### config.mk
export PLATFORM = sky130hd
export DESIGN_NAME = chan_err_inj
export DESIGN_NICKNAME = d
export VERILOG_FILES = /design/src/rtl/chan_err_inj.sv
export SDC_FILE = /design/constraint.sdc
export NUM_CORES = 1
export LEC_CHECK = 0
export CORE_MARGIN = 2
export CORE_UTILIZATION = 40
export CTS_CLUSTER_DIAMETER = 150
export DETAILED_ROUTE_END_ITERATION = 16
export PLACE_DENSITY = 0.63
export SYNTH_ARGS = -nofsm -noshare
export SYNTH_HDL_FRONTEND = slang
export SYNTH_SLANG_ARGS = --single-unit
### constraint.sdc
create_clock -name clk -period 4.4 [get_ports clk]
set_input_delay 1.32 -clock clk [delete_from_list [all_inputs] [get_ports clk]]
set_output_delay 1.32 -clock clk [all_outputs]
set_load 0.005 [all_outputs]
### src/rtl/chan_err_inj.sv
// Channel model / error injector: registers each accepted 2-bit encoded word and flips bits
// under a periodic or LFSR-driven policy with a guard spacing. Optional: ERR_INJ_DOUBLE_EN.
module chan_err_inj #(
  parameter int          LFSR_W = 16,
  parameter logic [15:0] SEED   = 16'hACE1,
  parameter int          CT_W   = 16,
  parameter int          GUARD  = 4
) (
  input  logic            clk,
  input  logic            rst,
  input  logic            enable_i,
  input  logic [1:0]      enc_i,
  input  logic [1:0]      err_mode_i,
  input  logic [7:0]      period_i,
  input  logic [7:0]      thresh_i,
  output logic [1:0]      chan_o,
  output logic            valid_o,
  output logic [1:0]      err_inj,
  output logic [CT_W-1:0] word_ct,
  output logic [CT_W-1:0] error_counter
);

  localparam int GW = (GUARD < 2) ? 1 : $clog2(GUARD + 1);
  localparam logic [LFSR_W-1:0] TAPS     = LFSR_W'(16'hB400);
  localparam logic [LFSR_W-1:0] SEED_EFF = (SEED == 16'h0000) ? LFSR_W'(1) : LFSR_W'(SEED);
  localparam logic [GW-1:0]     GUARD_LD = GW'(GUARD);

  typedef enum logic [1:0] {S_OFF, S_ARMED, S_HOLDOFF} state_t;

  state_t            state, state_nxt;
  logic [GW-1:0]     guard, guard_nxt;
  logic [LFSR_W-1:0] lfsr, lfsr_nxt;
  logic [7:0]        phase;
  logic              alt;
  logic [1:0]        mask;
  logic              mode_on, per_hit, rnd_hit, inject;
  logic [1:0]        chan_p1, inj_p1;
  logic              vld_p1;

  function automatic logic [CT_W-1:0] sat_add(input logic [CT_W-1:0] a, input logic [1:0] b);
    logic [CT_W:0] s;
    s = {1'b0, a} + (CT_W+1)'(b);
    return s[CT_W] ? '1 : s[CT_W-1:0];
  endfunction

  function automatic logic [1:0] popcount2(input logic [1:0] m);
    return {1'b0, m[0]} + {1'b0, m[1]};
  endfunction

  assign mode_on  = (err_mode_i == 2'b01) || (err_mode_i == 2'b10);
  assign per_hit  = (err_mode_i == 2'b01) && (period_i != 8'd0) && (phase == period_i - 8'd1);
  assign rnd_hit  = (err_mode_i == 2'b10) && (lfsr[7:0] < thresh_i);
  assign inject   = enable_i && (state == S_ARMED) && (per_hit || rnd_hit);
  assign lfsr_nxt = {1'b0, lfsr[LFSR_W-1:1]} ^ (lfsr[0] ? TAPS : '0);

  always_comb begin
    mask = 2'b00;
    if (inject) begin
      if (per_hit) begin
        mask = alt ? 2'b10 : 2'b01;
      end else begin
        mask = lfsr[8] ? 2'b10 : 2'b01;
`ifdef ERR_INJ_DOUBLE_EN
        if (lfsr[9]) mask = 2'b11;
`endif
      end
    end
  end

  // Guard counter only moves on accepted words; an off/reserved mode aborts holdoff at once.
  always_comb begin
    state_nxt = state;
    guard_nxt = guard;
    if (inject) begin
      guard_nxt = GUARD_LD;
    end else if (enable_i && (state == S_HOLDOFF) && (guard != '0)) begin
      guard_nxt = guard - 1'b1;
    end
    if (!mode_on) begin
      state_nxt = S_OFF;
    end else begin
      case (state)
        S_OFF:     state_nxt = S_ARMED;
        S_ARMED:   state_nxt = (inject && (GUARD != 0)) ? S_HOLDOFF : S_ARMED;
        S_HOLDOFF: state_nxt = (enable_i && (guard <= GW'(1))) ? S_ARMED : S_HOLDOFF;
        default:   state_nxt = S_OFF;
      endcase
    end
  end

  always_ff @(posedge clk or posedge rst) begin
    if (rst) begin
      state <= S_OFF;
      guard <= '0;
      phase <= 8'd0;
      alt   <= 1'b0;
      lfsr  <= SEED_EFF;
    end else begin
      state <= state_nxt;
      guard <= guard_nxt;
      if (err_mode_i != 2'b01) begin
        phase <= 8'd0;
      end else if (enable_i) begin
        phase <= per_hit ? 8'd0 : phase + 8'd1;
      end
      if (enable_i) begin
        lfsr <= lfsr_nxt;
        if (inject && per_hit) alt <= ~alt;
      end
    end
  end

  // Stage p1: channel output register and counters
  always_ff @(posedge clk or posedge rst) begin
    if (rst) begin
      chan_p1       <= 2'b00;
      inj_p1        <= 2'b00;
      vld_p1        <= 1'b0;
      word_ct       <= '0;
      error_counter <= '0;
    end else begin
      vld_p1 <= enable_i;
      if (enable_i) begin
        chan_p1       <= enc_i ^ mask;
        inj_p1        <= mask;
        word_ct       <= sat_add(word_ct, 2'd1);
        error_counter <= sat_add(error_counter, popcount2(mask));
      end
    end
  end

  assign chan_o  = chan_p1;
  assign err_inj = inj_p1;
  assign valid_o = vld_p1;

endmodule

* Word-level counts from Yosys, hierarchy flattened
Cells that the tools add are included.
** Operators by class
- Muxes and demuxes :: 16
- Bitwise logic cells :: 3
- Eq/ne operators :: 6
- Add/subtract/negate cells :: 6
- Order comparisons :: 2
- Reduce and logical (&&, ||, !) cells :: 17
** Operator list (count)
- $mux W16 :: 3
- $mux W8 :: 3
- $add A16 B1 Y17 const B :: 1
- $add A16 B2 Y17 :: 1
- $xor A15 B16 Y16 :: 1
- $mux W2 :: 7
- $logic_and A1 B1 Y1 :: 9
- $add A8 B1 Y8 const B :: 1
- $eq A8 B8 Y1 :: 1
- $lt A8 B8 Y1 :: 1
- $reduce_bool A8 Y1 :: 1
- $sub A8 B1 Y8 const B :: 1
- $mux W3 :: 2
- $pmux W2 S3 :: 1
- $eq A2 B1 Y1 const B :: 2
- $eq A2 B2 Y1 const B :: 2
- $reduce_bool A2 Y1 :: 2
- $le A3 B1 Y1 const B :: 1
- $reduce_bool A3 Y1 :: 1
- $sub A3 B1 Y3 const B :: 1
- $add A1 B1 Y2 :: 1
- $logic_not A2 Y1 :: 1
- $logic_or A1 B1 Y1 :: 2
- $ne A2 B1 Y1 const B :: 1
- 3 further kinds :: 3
** Word-level totals
- Word-level logic and storage cells :: 60
- Bits of input ports :: 23
- Register bits after elaboration :: 67
- Output and inout bits :: 37

* Logic depth before layout (Yosys ltp)
Gate-level depths: netlist of the first run.
- Depth in word-level cells :: 9
- Mapped depth :: 20
- Gate-level depth less buffers :: 18

* Worst setup path after synthesis of the first run
OpenSTA, ideal clock, no wires.
- Path type :: input to register
- Start point :: input period_i[0]
- End point :: register error_counter[0]
- Data required time :: 4.332 ns
- Buffers on the path :: 2
- Stages on the path :: 20
- Setup slack :: -0.799 ns
- Library setup time :: 0.068 ns
- Data arrival time :: 5.131 ns
- Cells stage by stage :: clkbuf_1 inv_1 ha_1 xor2_1 nand3_1 a311o_1 a2111oi_4 and3_2 a21oi_1 fa_1 inv_1 ha_1 nand4_1 nor3_1 nand2_1 nor2_1 and3_1 nand3_1 clkbuf_1 nand2_1
** Between the ends
- Longest elaborated chain between the ends :: 9
- Elaborated cells on any way between the ends :: 12
- Classes of those cells :: 3 x add/sub; 1 x eq/ne; 3 x mux; 5 x reduce/logical
** Ends and longest elaborated chain
- from (decl) :: line 14 : input logic [7:0] period_i,
- $sub A8 B1 Y8 or $reduce_bool A8 Y1 (tied branches) :: line 51 : assign per_hit = (err_mode_i == 2'b01) && (period_i != 8'd0) && (phase == period_i - 8'd1);
- $eq A8 B8 Y1 or $logic_and A1 B1 Y1 (tied branches) :: line 51
- $logic_and A1 B1 Y1 (*) :: line 51
- $logic_or A1 B1 Y1 :: line 53 : assign inject = enable_i && (state == S_ARMED) && (per_hit || rnd_hit);
- $logic_and A1 B1 Y1 :: line 53
- $mux W2 (*) :: line 58 : if (inject) begin
- $add A1 B1 Y2 (*) :: line 47 : return {1'b0, m[0]} + {1'b0, m[1]};
- $add A16 B2 Y17 (*) :: line 42 : s = {1'b0, a} + (CT_W+1)'(b);
- $mux W16 (*) :: line 43 : return s[CT_W] ? '1 : s[CT_W-1:0];
- to (signal assigned) :: line 127 : error_counter <= sat_add(error_counter, popcount2(mask));
- to (decl) :: line 20 : output logic [CT_W-1:0] error_counter
Mark *: on every way between the ends. The rest lies on a longest branch, timed or not.
A chain may end at the register's enable or synchronous reset.

* Final worst setup path of the first run
- Start point :: input thresh_i[5]
- End point :: register error_counter[5]
** Between the ends
- Longest elaborated chain between the ends :: 8
** Ends and longest elaborated chain
- from (decl) :: line 15 : input logic [7:0] thresh_i,
- $lt A8 B8 Y1 :: line 52 : assign rnd_hit = (err_mode_i == 2'b10) && (lfsr[7:0] < thresh_i);
- $logic_and A1 B1 Y1 :: line 52
- $logic_or A1 B1 Y1 :: line 53
- $logic_and A1 B1 Y1 :: line 53
- $mux W2 :: line 58
- $add A1 B1 Y2 :: line 47
- $add A16 B2 Y17 :: line 42
- $mux W16 :: line 43
Every way passes these cells.

==> results of run 1 <==
how the worst max path moves through the flow:
stage,endpoint,slack (ns),depth (start not counted)
after global placement,error_counter[5],-0.63,18
after floorplan,error_counter[0],-0.22,20
after detailed placement,error_counter[5],-0.75,17
after CTS,error_counter[5],-0.08,17
after global routing,error_counter[5],-0.21,19
final,error_counter[5],-0.02,19
logic make-up after synthesis:
kind of cell | synth area share [%]
adders and majority gates | 6.02
and+or+nand+nor | 20.0
xor gates and xnor gates | 8.37
DFF | 46.1
AOI/OAI and AO/OA | 10.5
muxes | 5.16
buffers and inverters | 3.90
where the power goes:
part           total, mW  internal [mW]  leakage [nW]  switching, mW
Sequential         0.903          0.775         0.857          0.128
Clock              0.540          0.295         0.106          0.246
Combinational      0.529          0.303          1.33          0.227
Total               1.97           1.37          2.30          0.600
through the flow:
step / total power, mW / utilization (%) / hold WS [ns] / setup slack [ns] / cell area (um2)
floorplan: 1.19 / - / 0.449 / -0.224 / 3750
detailed placement: 1.41 / 52.5 / 0.477 / -0.755 / 4630
global placement: 1.38 / 52.5 / 0.466 / -0.633 / 4630
CTS: 1.99 / 56.4 / 0.491 / -0.0838 / 4960
global route: 2.11 / 57.2 / 0.511 / -0.210 / 5040
finish: 1.97 / 57.2 / 0.487 / -0.0183 / 5040
cells in the final DEF (no fill, tap or decap), drive strengths merged, types with 2 or more instances in the layout:
cell type | Yosys | routed
ha | 16 | 16
nand3 | 19 | 20
nand4 | 14 | 14
xnor2 | 15 | 15
inv | 26 | 27
and3 | 11 | 11
o21ai | 19 | 19
nand2b | 8 | 8
dlygate4sd2 | 0 | 3
clkinv | 0 | 2
a211o | 2 | 2
mux2 | 15 | 15
nor3 | 5 | 5
a211oi | 3 | 3
clkbuf | 9 | 11
nor2b | 5 | 5
o21a | 2 | 2
or3 | 2 | 2
nand3b | 4 | 4
buf | 3 | 47
a31oi | 7 | 7
dfrtp | 59 | 59
a21oi | 17 | 17
clkdlybuf4s50 | 0 | 49
nand2 | 47 | 47
xor2 | 20 | 20
nor2 | 19 | 19
dfstp | 8 | 8
and4 | 2 | 2
mux2i | 2 | 2
registers in the layout (all words and copies together) (netlist names):
| name | flops |
|---|---|
| guard | 3 |
| valid_o | 1 |
| err_inj | 2 |
| error_counter | 16 |
| phase | 8 |
| lfsr | 16 |
| state | 2 |
| chan_o | 2 |
| word_ct | 16 |
| alt | 1 |
critical path: cells and delay by family:
kind                     cells  cell delay (ns)
AO/OA/AOI/OAI                6             0.95
adder cells (fa/ha/maj)      3             0.83
buffers and inverters        3             0.58
AND/OR/NAND/NOR              7             1.00
layout make-up:
class	instances	share of cell area, %
Timing Repair Buffer	100	17.7
Inverter	26	1.94
Clock inverter	5	1.19
Multi-Input combinational cell	271	40.0
Clock buffer	11	3.00
Sequential cell	67	33.5
Tap cell	108	2.68
per-layer routing:
layer,up-vias,track usage [%],routed length [um]
met2,56,28.8,3930
met4,0,6.74,112
met3,11,3.58,249
li1,1506,-,-
met5,-,0,0
met1,1491,21.9,3740
repair_timing:
item                                    in CTS  in global routing
buffers inserted                            10                  4
cloned                                       1                  0
endpoints found under the setup margin      16                 16
resized for setup                           39                 11
pin swaps                                   18                 16
==> impl_metrics.json, run 1 <==
{
  "status": "finished, violations left",
  "violations": "setup timing",
  "irDropWorstVdd_uv": 228,
  "yosysTopAreaCellShare_pct": 40.3,
  "synth_seq_cells": 67,
  "p_leak_nw": 2.30,
  "grt_max_degree": 51,
  "crit_path_frequent_cell": "o21ai_2",
  "clock_skew_ns": 0.00995,
  "dieArea_mm2": 0.00993,
  "cts_tree": "built",
  "synth_common_cells": "dfrtp_1, nand2_1, inv_1",
  "grt_pass1_vias": 3021,
  "clock_latency_ns": 0.34,
  "place_inst": 558,
  "startpoint": "thresh_i[5]",
  "fmax_ghz": 0.226,
  "yosys.cell_types.count": 49,
  "regArea_mm2": 0.00169,
  "power_density_mw_per_mm2": 391,
  "core_region_area_mm2": 0.00881,
  "synthTopCellsByArea": "dfrtp_1, dfstp_2, ha_1, nand2_1, xor2_1",
  "setup-tns-final_ns": -0.0794,
  "worstPathMaxFanout": 7,
  "multiInputGateArea_mm2": 0.00202,
  "antenna_left": 0,
  "drv_slew": 0,
  "cts_buffer_depth": 2,
  "hold_end": "lfsr[8]",
  "n_antenna_cell": 0,
  "cp.arrival_ns": 4.70,
  "syn_avg_cell_area_um2": 9.76,
  "worstSetupStartpointType": "primary input",
  "dr.pass1.iters": 4,
  "antenna_found_initial": 0,
  "critPathCaptureType": "flip-flop",
  "required_ns": 4.68,
  "post_drt_wl_per_cell_um": 13.6,
  "worstMarginPinSlew_ns": 0.818,
  "synth_enable_flop_cells": 0,
  "gp_congestion": 0.792,
  "crit_type": "primary input to flip-flop",
  "die_width_um": 99.7,
  "vias": 3064,
  "async_flop_share_pct": 100,
  "synth_area_leader_cell": "dfrtp_1",
  "syn-num-nets": 415,
  "cap_violations": 0,
  "grt_pass1_wl_um": 13700,
  "relSlewSlack_pct": 44.7,
  "drc": 0,
  "grtUsageTotal_pct": 17.2,
  "cts_buffers": 9,
  "rsz0062_at_grt": "true",
  "numClockSinks": 67,
  "holdPathStages": 2,
  "r2r-end": "error_counter[5]",
  "grt-ovfl-total": 0,
  "setup_viol": 7,
  "htree_levels": 3,
  "drtIter0Drc": 65,
  "port-buffer-count": 59,
  "dpl.hpwl_um": 5560,
  "die_y_um": 99.7,
  "fin_ws_ns": -0.0183,
  "area_growth_pct": 37.7,
  "rr_worst_depth": 16,
  "syn_inst": 375,
  "slowest_stage": "clkdlybuf4s50_1",
  "n_fill_cell": 771,
  "clk_pin_slew_ns": 0.08,
  "drt-total-wl_um": 8020,
  "nets": 515,
  "crit_chain": "clkdlybuf4s50_1 > inv_1 > ha_1 > a21oi_2 > nor2b_1 > o21ai_2 > o2111ai_4 > a211oi_4 > a21oi_4 > fa_2 > inv_2 > ha_4 > nand4_1 > nor3_2 > nand2_1 > nor2_2 > and3_4 > nand3_4 > o21ai_2",
  "hp-class": "flip-flop to flip-flop",
  "via_per_inst": 5.21,
  "seq_area_frac_synth_pct": 46.1,
  "fin_crit_sh_pct": 100,
  "core.rowCount": 34,
  "synth.most_common_cell": "dfrtp_1",
  "start_util_pct": 41.6,
  "ios": 60,
  "cpPeakStageDelay_ns": 0.45,
  "timing.final.hold_violations": 0,
  "cts-hold-fix-buffers": 0,
  "r2r_start": "phase[3]",
  "ys_warn_count": 0,
  "rrSetupSlack_ns": 0.88,
  "syn_area_mm2": 0.00366,
  "worstHoldStart": "lfsr[9]",
  "fin_cells": 588,
  "drive_gt1_share_pct": 25.2,
  "root_buffer": "clkbuf_8",
  "fin_crit_ns": 4.42,
  "synth_ff_type": "dfrtp_1"
}
No activity file was read; power rests on OpenSTA's default activity.
==> inputs of run 2 (changes only) <==
Settings changed: GPL_ROUTABILITY_DRIVEN set to 1.
==> results of run 2 <==
Same layout as run 1: the final DEF is identical, and so are final timing and power.
